<file path="config.mk">
export PLATFORM = sky130hd
export DESIGN_NAME = imem_fetch_ctrl
export DESIGN_NICKNAME = d
export VERILOG_FILES = /design/src/rtl/imem_fetch_ctrl_pkg.sv /design/src/rtl/imem_boot_loader.sv /design/src/rtl/imem_fetch_ctrl.sv
export SDC_FILE = /design/constraint.sdc
export NUM_CORES = 1
export LEC_CHECK = 0
export CORE_MARGIN = 5
export CORE_UTILIZATION = 41
export DETAILED_ROUTE_END_ITERATION = 10
export HOLD_SLACK_MARGIN = 0.15
export PLACE_DENSITY = 0.83
export SYNTH_ARGS = -nofsm -noshare
export SYNTH_HDL_FRONTEND = slang
export SYNTH_SLANG_ARGS = --single-unit
export TNS_END_PERCENT = 1
</file>
<file path="constraint.sdc">
create_clock -name clk -period 4.65 [get_ports clk]
set_clock_uncertainty 0.05 [all_clocks]
set_input_delay 0.93 -clock clk [delete_from_list [all_inputs] [get_ports clk]]
set_output_delay 0.93 -clock clk [all_outputs]
set_load 0.05 [all_outputs]
</file>
<file path="src/rtl/imem_fetch_ctrl_pkg.sv">
// Shared definitions for the instruction-fetch sequencer and the instruction
// memory it feeds: default geometry and the fetch state encoding.
package imem_fetch_ctrl_pkg;

  localparam int unsigned IMEM_ADDR_W    = 16;
  localparam int unsigned IMEM_DATA_W    = 32;
  localparam int unsigned IMEM_MEM_DEPTH = 12;

  typedef enum logic [1:0] {
    ST_LOAD = 2'd0,
    ST_RUN  = 2'd1,
    ST_HALT = 2'd2
  } fetch_state_e;

endpackage

</file>
<file path="src/rtl/imem_boot_loader.sv">
// Boot-image loader: converts the load valid/ready stream into instruction
// memory write-port cycles and reports when the final word has been accepted.
//   clk, reset        : system clock, synchronous active-high reset
//   active            : controller is in the LOAD state
//   load_valid/data/last, load_ready : boot-image stream
//   imem_we/waddr/wdata               : instruction memory write port
//   load_done         : pulses in the cycle the final word is accepted
module imem_boot_loader
  import imem_fetch_ctrl_pkg::*;
#(
  parameter int unsigned ADDR_W    = IMEM_ADDR_W,
  parameter int unsigned DATA_W    = IMEM_DATA_W,
  parameter int unsigned MEM_DEPTH = IMEM_MEM_DEPTH
) (
  input  logic              clk,
  input  logic              reset,
  input  logic              active,
  input  logic              load_valid,
  input  logic [DATA_W-1:0] load_data,
  input  logic              load_last,
  output logic              load_ready,
  output logic              imem_we,
  output logic [ADDR_W-1:0] imem_waddr,
  output logic [DATA_W-1:0] imem_wdata,
  output logic              load_done
);

  localparam logic [ADDR_W-1:0] DEPTH = ADDR_W'(MEM_DEPTH);
  localparam logic [ADDR_W-1:0] LAST  = ADDR_W'(MEM_DEPTH - 1);

  logic [ADDR_W-1:0] count;
  logic              accept;

  always_comb begin
    load_ready = active && (count < DEPTH);
    accept     = load_valid && load_ready;
    imem_we    = accept;
    imem_waddr = count;
    imem_wdata = load_data;
    // Image ends on an explicit last marker or when memory is full.
    load_done  = accept && (load_last || (count == LAST));
  end

  always_ff @(posedge clk) begin
    if (reset) begin
      count <= '0;
    end else if (accept) begin
      count <= count + ADDR_W'(1);
    end
  end

endmodule

</file>
<file path="src/rtl/imem_fetch_ctrl.sv">
// Instruction-fetch sequencer. Boot-loads the instruction memory, then runs
// the program counter, presenting one registered instruction per cycle to
// decode, with stall, jump/branch redirects and halt/fault handling.
//   clk, reset                 : system clock, synchronous active-high reset
//   load_valid/data/last/ready : boot-image stream
//   imem_we/waddr/wdata        : instruction memory write port
//   imem_addr, imem_rdata      : instruction memory read port (async read)
//   stall                      : decode back-pressure
//   branch_taken/target, jump/jump_target : redirect requests
//   halt_req                   : stop fetching
//   inst_out/inst_valid/pc_out : registered instruction to decode
//   running, fault             : status (fault is sticky until reset)
module imem_fetch_ctrl
  import imem_fetch_ctrl_pkg::*;
#(
  parameter int unsigned ADDR_W    = IMEM_ADDR_W,
  parameter int unsigned DATA_W    = IMEM_DATA_W,
  parameter int unsigned MEM_DEPTH = IMEM_MEM_DEPTH
) (
  input  logic              clk,
  input  logic              reset,
  input  logic              load_valid,
  input  logic [DATA_W-1:0] load_data,
  input  logic              load_last,
  output logic              load_ready,
  output logic              imem_we,
  output logic [ADDR_W-1:0] imem_waddr,
  output logic [DATA_W-1:0] imem_wdata,
  output logic [ADDR_W-1:0] imem_addr,
  input  logic [DATA_W-1:0] imem_rdata,
  input  logic              stall,
  input  logic              branch_taken,
  input  logic [ADDR_W-1:0] branch_target,
  input  logic              jump,
  input  logic [ADDR_W-1:0] jump_target,
  input  logic              halt_req,
  output logic [DATA_W-1:0] inst_out,
  output logic              inst_valid,
  output logic [ADDR_W-1:0] pc_out,
  output logic              running,
  output logic              fault
);

  localparam logic [ADDR_W-1:0] DEPTH = ADDR_W'(MEM_DEPTH);
  localparam logic [ADDR_W-1:0] LAST  = ADDR_W'(MEM_DEPTH - 1);

  fetch_state_e      state, next_state;
  logic [ADDR_W-1:0] pc;
  logic              loader_active;
  logic              load_done;
  logic              redirect;
  logic [ADDR_W-1:0] redirect_target;
  logic              target_oob;

  imem_boot_loader #(
    .ADDR_W    (ADDR_W),
    .DATA_W    (DATA_W),
    .MEM_DEPTH (MEM_DEPTH)
  ) u_boot_loader (
    .clk        (clk),
    .reset      (reset),
    .active     (loader_active),
    .load_valid (load_valid),
    .load_data  (load_data),
    .load_last  (load_last),
    .load_ready (load_ready),
    .imem_we    (imem_we),
    .imem_waddr (imem_waddr),
    .imem_wdata (imem_wdata),
    .load_done  (load_done)
  );

  // Redirect decode: jump outranks branch.
  always_comb begin
    redirect        = jump || branch_taken;
    redirect_target = jump ? jump_target : branch_target;
    target_oob      = redirect && (redirect_target >= DEPTH);
  end

  // State register
  always_ff @(posedge clk) begin
    if (reset) begin
      state <= ST_LOAD;
    end else begin
      state <= next_state;
    end
  end

  // Next-state logic
  always_comb begin
    next_state = state;
    case (state)
      ST_LOAD: if (load_done) next_state = ST_RUN;
      ST_RUN:  if (target_oob || halt_req) next_state = ST_HALT;
      ST_HALT: next_state = ST_HALT;
      default: next_state = ST_LOAD;
    endcase
  end

  // State-decoded outputs
  always_comb begin
    loader_active = (state == ST_LOAD);
    running       = (state == ST_RUN);
    imem_addr     = pc;
  end

  // Fetch datapath. A bad redirect target faults before halt_req is
  // considered; a valid redirect or halt bubbles inst_valid even under stall.
  always_ff @(posedge clk) begin
    if (reset) begin
      pc         <= '0;
      inst_out   <= '0;
      pc_out     <= '0;
      inst_valid <= 1'b0;
      fault      <= 1'b0;
    end else begin
      case (state)
        ST_LOAD: begin
          inst_valid <= 1'b0;
          if (load_done) pc <= '0;
        end
        ST_RUN: begin
          if (target_oob) begin
            fault      <= 1'b1;
            inst_valid <= 1'b0;
          end else if (halt_req) begin
            inst_valid <= 1'b0;
          end else if (redirect) begin
            pc         <= redirect_target;
            inst_valid <= 1'b0;
          end else if (!stall) begin
            inst_out   <= imem_rdata;
            pc_out     <= pc;
            inst_valid <= 1'b1;
            pc         <= (pc == LAST) ? '0 : pc + ADDR_W'(1);
          end
        end
        default: inst_valid <= 1'b0;
      endcase
    end
  end

endmodule
</file>
# After elaboration in Yosys (flattened, before gate mapping)
# Index checks and enable logic that the tools add are counted.
[classes]
addsub = 2
order_cmp = 2
n_eq_ne = 9
mux = 11
n_bitwise = 5
n_reduce_logical = 14
[ops]
columns = ["operator", "count"]
rows = [
  ["$mux W16", 7],
  ["$add A16 B1 Y16 const B", 2],
  ["$eq A16 B4 Y1 const B", 2],
  ["$pmux W16 S2", 1],
  ["$ge A16 B4 Y1 const B", 1],
  ["$lt A16 B4 Y1 const B", 1],
  ["$reduce_and A5 Y1", 2],
  ["$ne A2 B2 Y1 const B", 3],
  ["$pmux W2 S3", 1],
  ["$not A1 Y1", 5],
  ["$reduce_or A5 Y1", 1],
  ["$logic_and A1 B1 Y1", 4],
  ["$mux W2", 2],
  ["$reduce_and A2 Y1", 2],
  ["$logic_or A1 B1 Y1", 3],
  ["$ne A3 B2 Y1 const B", 1],
  ["$eq A2 B1 Y1 const B", 1],
  ["$eq A2 B2 Y1 const B", 1],
  ["$logic_not A2 Y1", 1],
  ["$ne A2 B1 Y1 const B", 1],
  ["$reduce_bool A2 Y1", 1],
]
[totals]
ff_bits = 84
output_inout_bits = 117

# Logic depth before layout (Yosys ltp)
# Gate-level depths: netlist of run 1.
[depth]
ltp_word = 7
depth_mapped = 8
mapped_depth_nobuf = 6

# Cells and area by module
# From an unflattened synthesis of run 1, not the netlist that was laid out.
[unflattened]
cells_unflattened = 475
area_unflattened_um2 = 3932.5
[by_module_without_submodules]
columns = ["mod", "instances", "cells_each", "area_per_inst_um2", "seq_area_each_um2"]
rows = [
  ["imem_fetch_ctrl", 1, 387, 3110.5, 1361.3],
  ["imem_boot_loader", 1, 88, 822.0, 320.3],
]

# Least setup slack after synthesis of run 1
# OpenSTA, ideal clock, no wires.
[synth_path]
path_kind = "reg-to-output"
startpoint = "register u_boot_loader.count[12], in the netlist u_boot_loader.imem_waddr[12]"
endpoint = "output imem_we"
arrival_time_ns = 1.701
t_required_ns = 3.670
slack_ns = 1.969
stages_incl_launch_ff = 5
path_cell_list = "dfxtp_1 > nor4_1 > and4_1 > and3_1 > clkbuf_1"
[synth_between]
elab_chain_len = 3
[synth_lines]
columns = ["element", "line_no", "text"]
rows = [
  ["from (decl)", "imem_boot_loader.sv:31", "logic [ADDR_W-1:0] count;"],
  ["from (signal assigned)", "imem_boot_loader.sv:48", "count <= count + ADDR_W'(1);"],
  ["$lt A16 B4 Y1", "imem_boot_loader.sv:35", "load_ready = active && (count < DEPTH);"],
  ["$logic_and A1 B1 Y1", "imem_boot_loader.sv:35", ""],
  ["$logic_and A1 B1 Y1", "imem_boot_loader.sv:36", "accept = load_valid && load_ready;"],
  ["to (decl)", "imem_fetch_ctrl.sv:26", "output logic imem_we,"],
]
# No other way between the ends.

# Worst setup path in the final report of run 1
[layout_path]
startpoint = "input load_valid"
endpoint = "output imem_we"
[layout_between]
elab_chain_len = 1
[layout_lines]
columns = ["element", "line_no", "text"]
rows = [
  ["from (decl)", "imem_fetch_ctrl.sv:22", "input logic load_valid,"],
  ["$logic_and A1 B1 Y1", "imem_boot_loader.sv:36", ""],
]
# No other way between the ends.

==> impl_metrics.toml, run 1 <==
[status]
status = "completed"

[logic_synthesis]
synth_common_cells = "nand2_1, dfxtp_1, a21oi_1, buf_4"
synthesis.area_mm2 = 0.004118
synth_nets = 611
async_flop_share_pct = 0
synth_warnings = 0
synth-main-ff-cell = "dfxtp_1"
synth.most_common_cell = "nand2_1"
synthTopCellsByArea = "dfxtp_1, nand2_1, a21oi_1, buf_4, mux2i_1"
synth.avg_cell_area_um2 = 8.203
ys_types = 49
synth_top_area_share_pct = 40.84
ys_seq_area_share_pct = 40.84
ys_seq_elements = 84
synth_edf_count = 0
synth_top_area_cell = "dfxtp_1"
syn_inst = 502

[clocking]
clk_path_buf_depth = 2
cts_sinks = 84
post-cts-setup-buffer-count = 0
cts_buffers = 9
cts-root-buf = "clkbuf_8"
htreeDepth = 3
hold_buffers = 0
path_clk_slew_ns = 0.08
cts_resized = 0
insertion_delay_ns = 0.35
cts_tree = "yes"

[global_route]
grt_pass1_wl_um = 18890
antenna_found_initial = 0
grt_pass1_vias = 3930
grt_usage_pct = 19.64
grt_max_degree = 87
grt-ovfl-total = 0

[route]
drc = 0
wl_um = 12220
drtIter0Drc = 201
wl_per_cell_um = 16.33
vias = 3954
ant_nets = 0
viasPerCell = 5.286
dr.pass1.iters = 4

[timing]
hold_viol_final = 0
period_minus_slack_ns = 3.522
max_freq_mhz = 283.9
setup_slack_ns = 1.128
rsz0062_at_grt = "false"
tns_ns = 0
setup_viol = 0
min_period_over_period_pct = 75.75
max_slew_margin_pct = 24.71
worst_pin_slew_ns = 1.125
maxSlewViolCount = 0

[worst_setup_path]
cp.arrival_ns = 2.54
cp_data_required_time_ns = 3.67
cp-start-kind = "input port"
setup.worst_path.class = "input port to primary output"
worst-path-max-fanout = 4
endpoint_kind = "primary output"

[floorplanning]
pin_count = 221
coreArea_mm2 = 0.009774
std_cell_rows = 36
die_h_um = 110.2
start_util_pct = 42.13
die_w_um = 110.2
die-area_mm2 = 0.01215

[finish]
antenna_cells = 0
nets = 719
fin_cells = 748
syn_to_final_growth_pct = 38.99
layout-drive-gt1-share_pct = 5.528
fillCellCount = 910

[placement]
gp_congestion = 0.7896
dp_hpwl_um = 8949
dpl_worst_slack_ns = 1.106
placed_cells = 732
io_buffers = 156

[pwr]
vdd_ir_drop_max_uv = 332.1
power.leakage_nw = 1.945
total_power_w = 0.001966
powerDensity_mw_per_mm2 = 343.5

[worst_hold_path]
worstHoldPathType = "flop to flop"

[job]
maxCapViolCount = 0
==> power by group <==
| group | switching (W) | internal (W) | total [W] |
|---|---|---|---|
| Combinational | 0.000347 | 0.000247 | 0.000594 |
| Clock | 0.000257 | 0.000319 | 0.000577 |
| Sequential | 0.0000414 | 0.000753 | 0.000795 |
| Total | 0.000646 | 0.00132 | 0.00197 |
==> stage by stage <==
| stage | hold slack [ns] | cell area, um^2 | utilization [%] |
|---|---|---|---|
| after floorplan | 0.4421 | 4118 | - |
| after global placement | 0.3911 | 5498 | 56.25 |
| after detailed placement | 0.3963 | 5498 | 56.25 |
| after CTS | 0.4088 | 5723 | 58.55 |
| after global routing | 0.4305 | 5723 | 58.55 |
| final | 0.4070 | 5723 | 58.55 |
==> layout by cell type (no fill, tap or decap), types with 5 or more instances in the layout <==
cell	count
clkdlybuf4s50_1	155
nand2_1	110
dfxtp_1	84
a21oi_1	54
mux2i_1	21
nor2b_1	16
nand2b_1	16
nand3_1	15
o21ai_0	13
nor4_1	10
clkbuf_8	10
inv_1	7
nor2_1	7
nand4_1	7
a22o_1	7
and3_1	6
nand3b_1	5
o31ai_1	5
or3_1	5
a22oi_1	5
ha_1	5
==> worst max-delay path: stages <==
cell,delay [ns]
clkdlybuf4s50_1,0.50
and3_1,0.27
clkdlybuf4s50_1,0.84
==> registers in the layout, indices dropped and copies added (netlist names) <==
name and count:
u_boot_loader.imem_waddr 16, fault 1, imem_addr 16, pc_out 16, state 2, inst_out 32
inst_valid 1
==> path summary, 6_finish.rpt <==
path | endpoint | cells after the start | slack, ns | start
setup reg to reg | imem_addr[4] | 6 | 1.85 | imem_addr[0]
setup / recovery | imem_we | 3 | 1.13 | load_valid
hold reg to reg | inst_out[3] | 2 | 0.41 | inst_out[3]
hold / removal | inst_out[3] | 2 | 0.41 | inst_out[3]
==> per-layer routing <==
metal | part of all wire, % | wire length, um | global-route usage (%)
met3 | 7.8 | 952 | 5.649
met4 | 1.1 | 140 | 6.332
met1 | 39 | 4780 | 22.06
met5 | 0 | 0 | 0
met2 | 52 | 6343 | 35.62
==> area by class of cell <==
type | instances | area (um^2) | area share (%)
well taps | 133 | 166.4 | 2.908
clock buffers | 11 | 141.4 | 2.470
multi-input cells | 348 | 2037 | 35.59
flip-flops and latches | 84 | 1682 | 29.38
inverters | 7 | 26.28 | 0.4591
repair buffers | 160 | 1587 | 27.72
clock inverters | 5 | 83.83 | 1.465
==> kinds of logic (layout without fill, tap and decap cells) <==
logic type      after synthesis  count (layout)  synth area share (%)
compound gates              101             101                 15.47
mux                          22              22                 5.378
fa+ha+maj                     5               5                 1.519
xor+xnor                      5               5                 1.064
simple gates                215             215                 25.86
flops                        84              84                 40.84
buf+inv                      70             183                 9.875
(Power assumes the default switching activity.)
==> inputs of run 2 (changes only) <==
Settings changed: CORE_UTILIZATION 41 to 40, PLACE_DENSITY 0.83 to 0.81.
Clock period 4.65 ns to 3.51 ns, I/O delays scaled along.
==> impl_metrics.toml, run 2 (synthesized netlist as in run 1, its figures left out) <==
[pwr]
vdd_ir_drop_max_uv = 434.0
switching_power_w = 0.0008535
power_frac_seq_pct = 42.9
power.leakage_nw = 1.937
powerDensity_mw_per_mm2 = 430.7
pwr-share-comb_pct = 31.9
p_int_w = 0.001603
switching_share_pct = 34.74
clkPwrFrac_pct = 25.2

[timing]
setup_viol = 0
hold_viol_final = 0
min_period_over_period_pct = 90.15
max_slew_margin_pct = 23.84
worst_pin_slew_ns = 1.139
max_freq_mhz = 316.0
period_minus_slack_ns = 3.164
setup_slack_ns = 0.3458
rsz0062_at_grt = "false"
tns_ns = 0
maxSlewViolCount = 0

[worst_setup_path]
cp-start-kind = "flop"
cp.arrival_ns = 2.41
crit_path_cell_trace = "nor4_1, and4_1, and3_1, clkdlybuf4s50_1"
cpPeakStageDelay_ns = 0.84
cp_data_required_time_ns = 2.76
critPathTopFamily = "simple AND/OR/NAND/NOR gates"
worst-path-max-fanout = 4
setup.worst_path.class = "flop to primary output"
path_buf_inv = 1
critPathSlowestCell = "clkdlybuf4s50_1"
endpoint_kind = "primary output"

[global_route]
antenna_found_initial = 0
grt_pass1_wl_um = 18800
grt_max_degree = 53
grt-ovfl-total = 0
grt_usage_pct = 18.14
grt_pass1_vias = 3840

[clocking]
cts_buffers = 9
path_clk_slew_ns = 0.08
cts_resized = 0
cts_tree = "yes"
htreeDepth = 3
insertion_delay_ns = 0.34
clk_path_buf_depth = 2
cts-root-buf = "clkbuf_8"
post-cts-setup-buffer-count = 0
cts_sinks = 84
hold_buffers = 0

[finish]
largest_reg_flops = 32
syn_to_final_growth_pct = 38.53
layout-drive-gt1-share_pct = 5.844
multi_input_area_mm2 = 0.002037
antenna_cells = 0
top_register = "inst_out"
fillCellCount = 932
final_cell_mix = "clkdlybuf4s50_1, nand2_1, dfxtp_1, a21oi_1, mux2i_1"
final_common_cell = "clkdlybuf4s50_1"
fin_cells = 752
fin_util_pct = 56.01
nets = 721
seqCellArea_mm2 = 0.001682

[route]
wl_met3_um = 781
dr.pass1.iters = 4
drc = 0
wl_um = 11660
drt-met1-wl_um = 4823
vias = 3881
drtIter0Drc = 224
viasPerCell = 5.161
met2_length_um = 5875
ant_nets = 0
top_layer = "met4"
wl_per_cell_um = 15.51

[floorplanning]
coreArea_mm2 = 0.01018
die-area_mm2 = 0.01242
pin_count = 221
std_cell_rows = 37
start_util_pct = 40.43
die_h_um = 111.5
die_w_um = 111.5

[status]
status = "completed"

[placement]
gp_congestion = 0.8847
dp_hpwl_um = 8786
dpl_worst_slack_ns = 0.2999
placed_cells = 737
io_buffers = 156

[worst_hold_path]
worstHoldPathType = "flop to flop"

[job]
maxCapViolCount = 0
## run 2: worst register-to-register path: cells and delay by family, from the launching register on
kind | cells | cell delay, ns
flip-flops | 1 | 0.46
multiplexers | 1 | 0.09
buffers and inverters | 1 | 0.28
AND/OR/NAND/NOR | 1 | 0.54
adder cells (fa/ha/maj) | 1 | 0.25
AO/OA/AOI/OAI | 3 | 0.87
## run 2: area by class of cell
type	count	share of cell area, %
multi-input cells	348	35.71
flip-flops and latches	84	29.48
repair buffers	162	28.30
well taps	136	2.983
clock buffers	10	2.413
clock inverters	5	0.6580
inverters	7	0.4606
## run 2: final timing paths
path                                endpoint  slack, ns  cells after the start                    startpoint
worst max-delay path                 imem_we       0.35                      4  u_boot_loader.imem_waddr[12]
worst min-delay path               pc_out[4]       0.41                      2                     pc_out[4]
worst max register to register  imem_addr[6]       0.81                      7                  imem_addr[0]
worst min register to register     pc_out[4]       0.41                      2                     pc_out[4]
## run 2: power groups by stage
stage	clock, W	combinational (W)	sequential [W]
finish	0.000618	0.000785	0.00105
global route	0.000687	0.000837	0.00106
CTS	0.000641	0.000792	0.00105
detailed placement	0	0.000789	0.00108
global placement	0	0.000772	0.00107
floorplan	0	0.000498	0.00119
## run 2: per-layer routing
layer  vias up  track usage (%)
li1       1918                -
met1      1810            21.56
met2       138            31.68
met3        15            5.380
met4         0            5.353
met5         -                0
## run 2: stage by stage
| stage | total power (W) | cell area (um^2) | hold slack [ns] |
|---|---|---|---|
| floorplan | 0.001683 | 4118 | 0.4421 |
| global placement | 0.001844 | 5529 | 0.3905 |
| detailed placement | 0.001864 | 5529 | 0.3953 |
| CTS | 0.002487 | 5704 | 0.4076 |
| global route | 0.002587 | 5704 | 0.4242 |
| finish | 0.002457 | 5704 | 0.4065 |
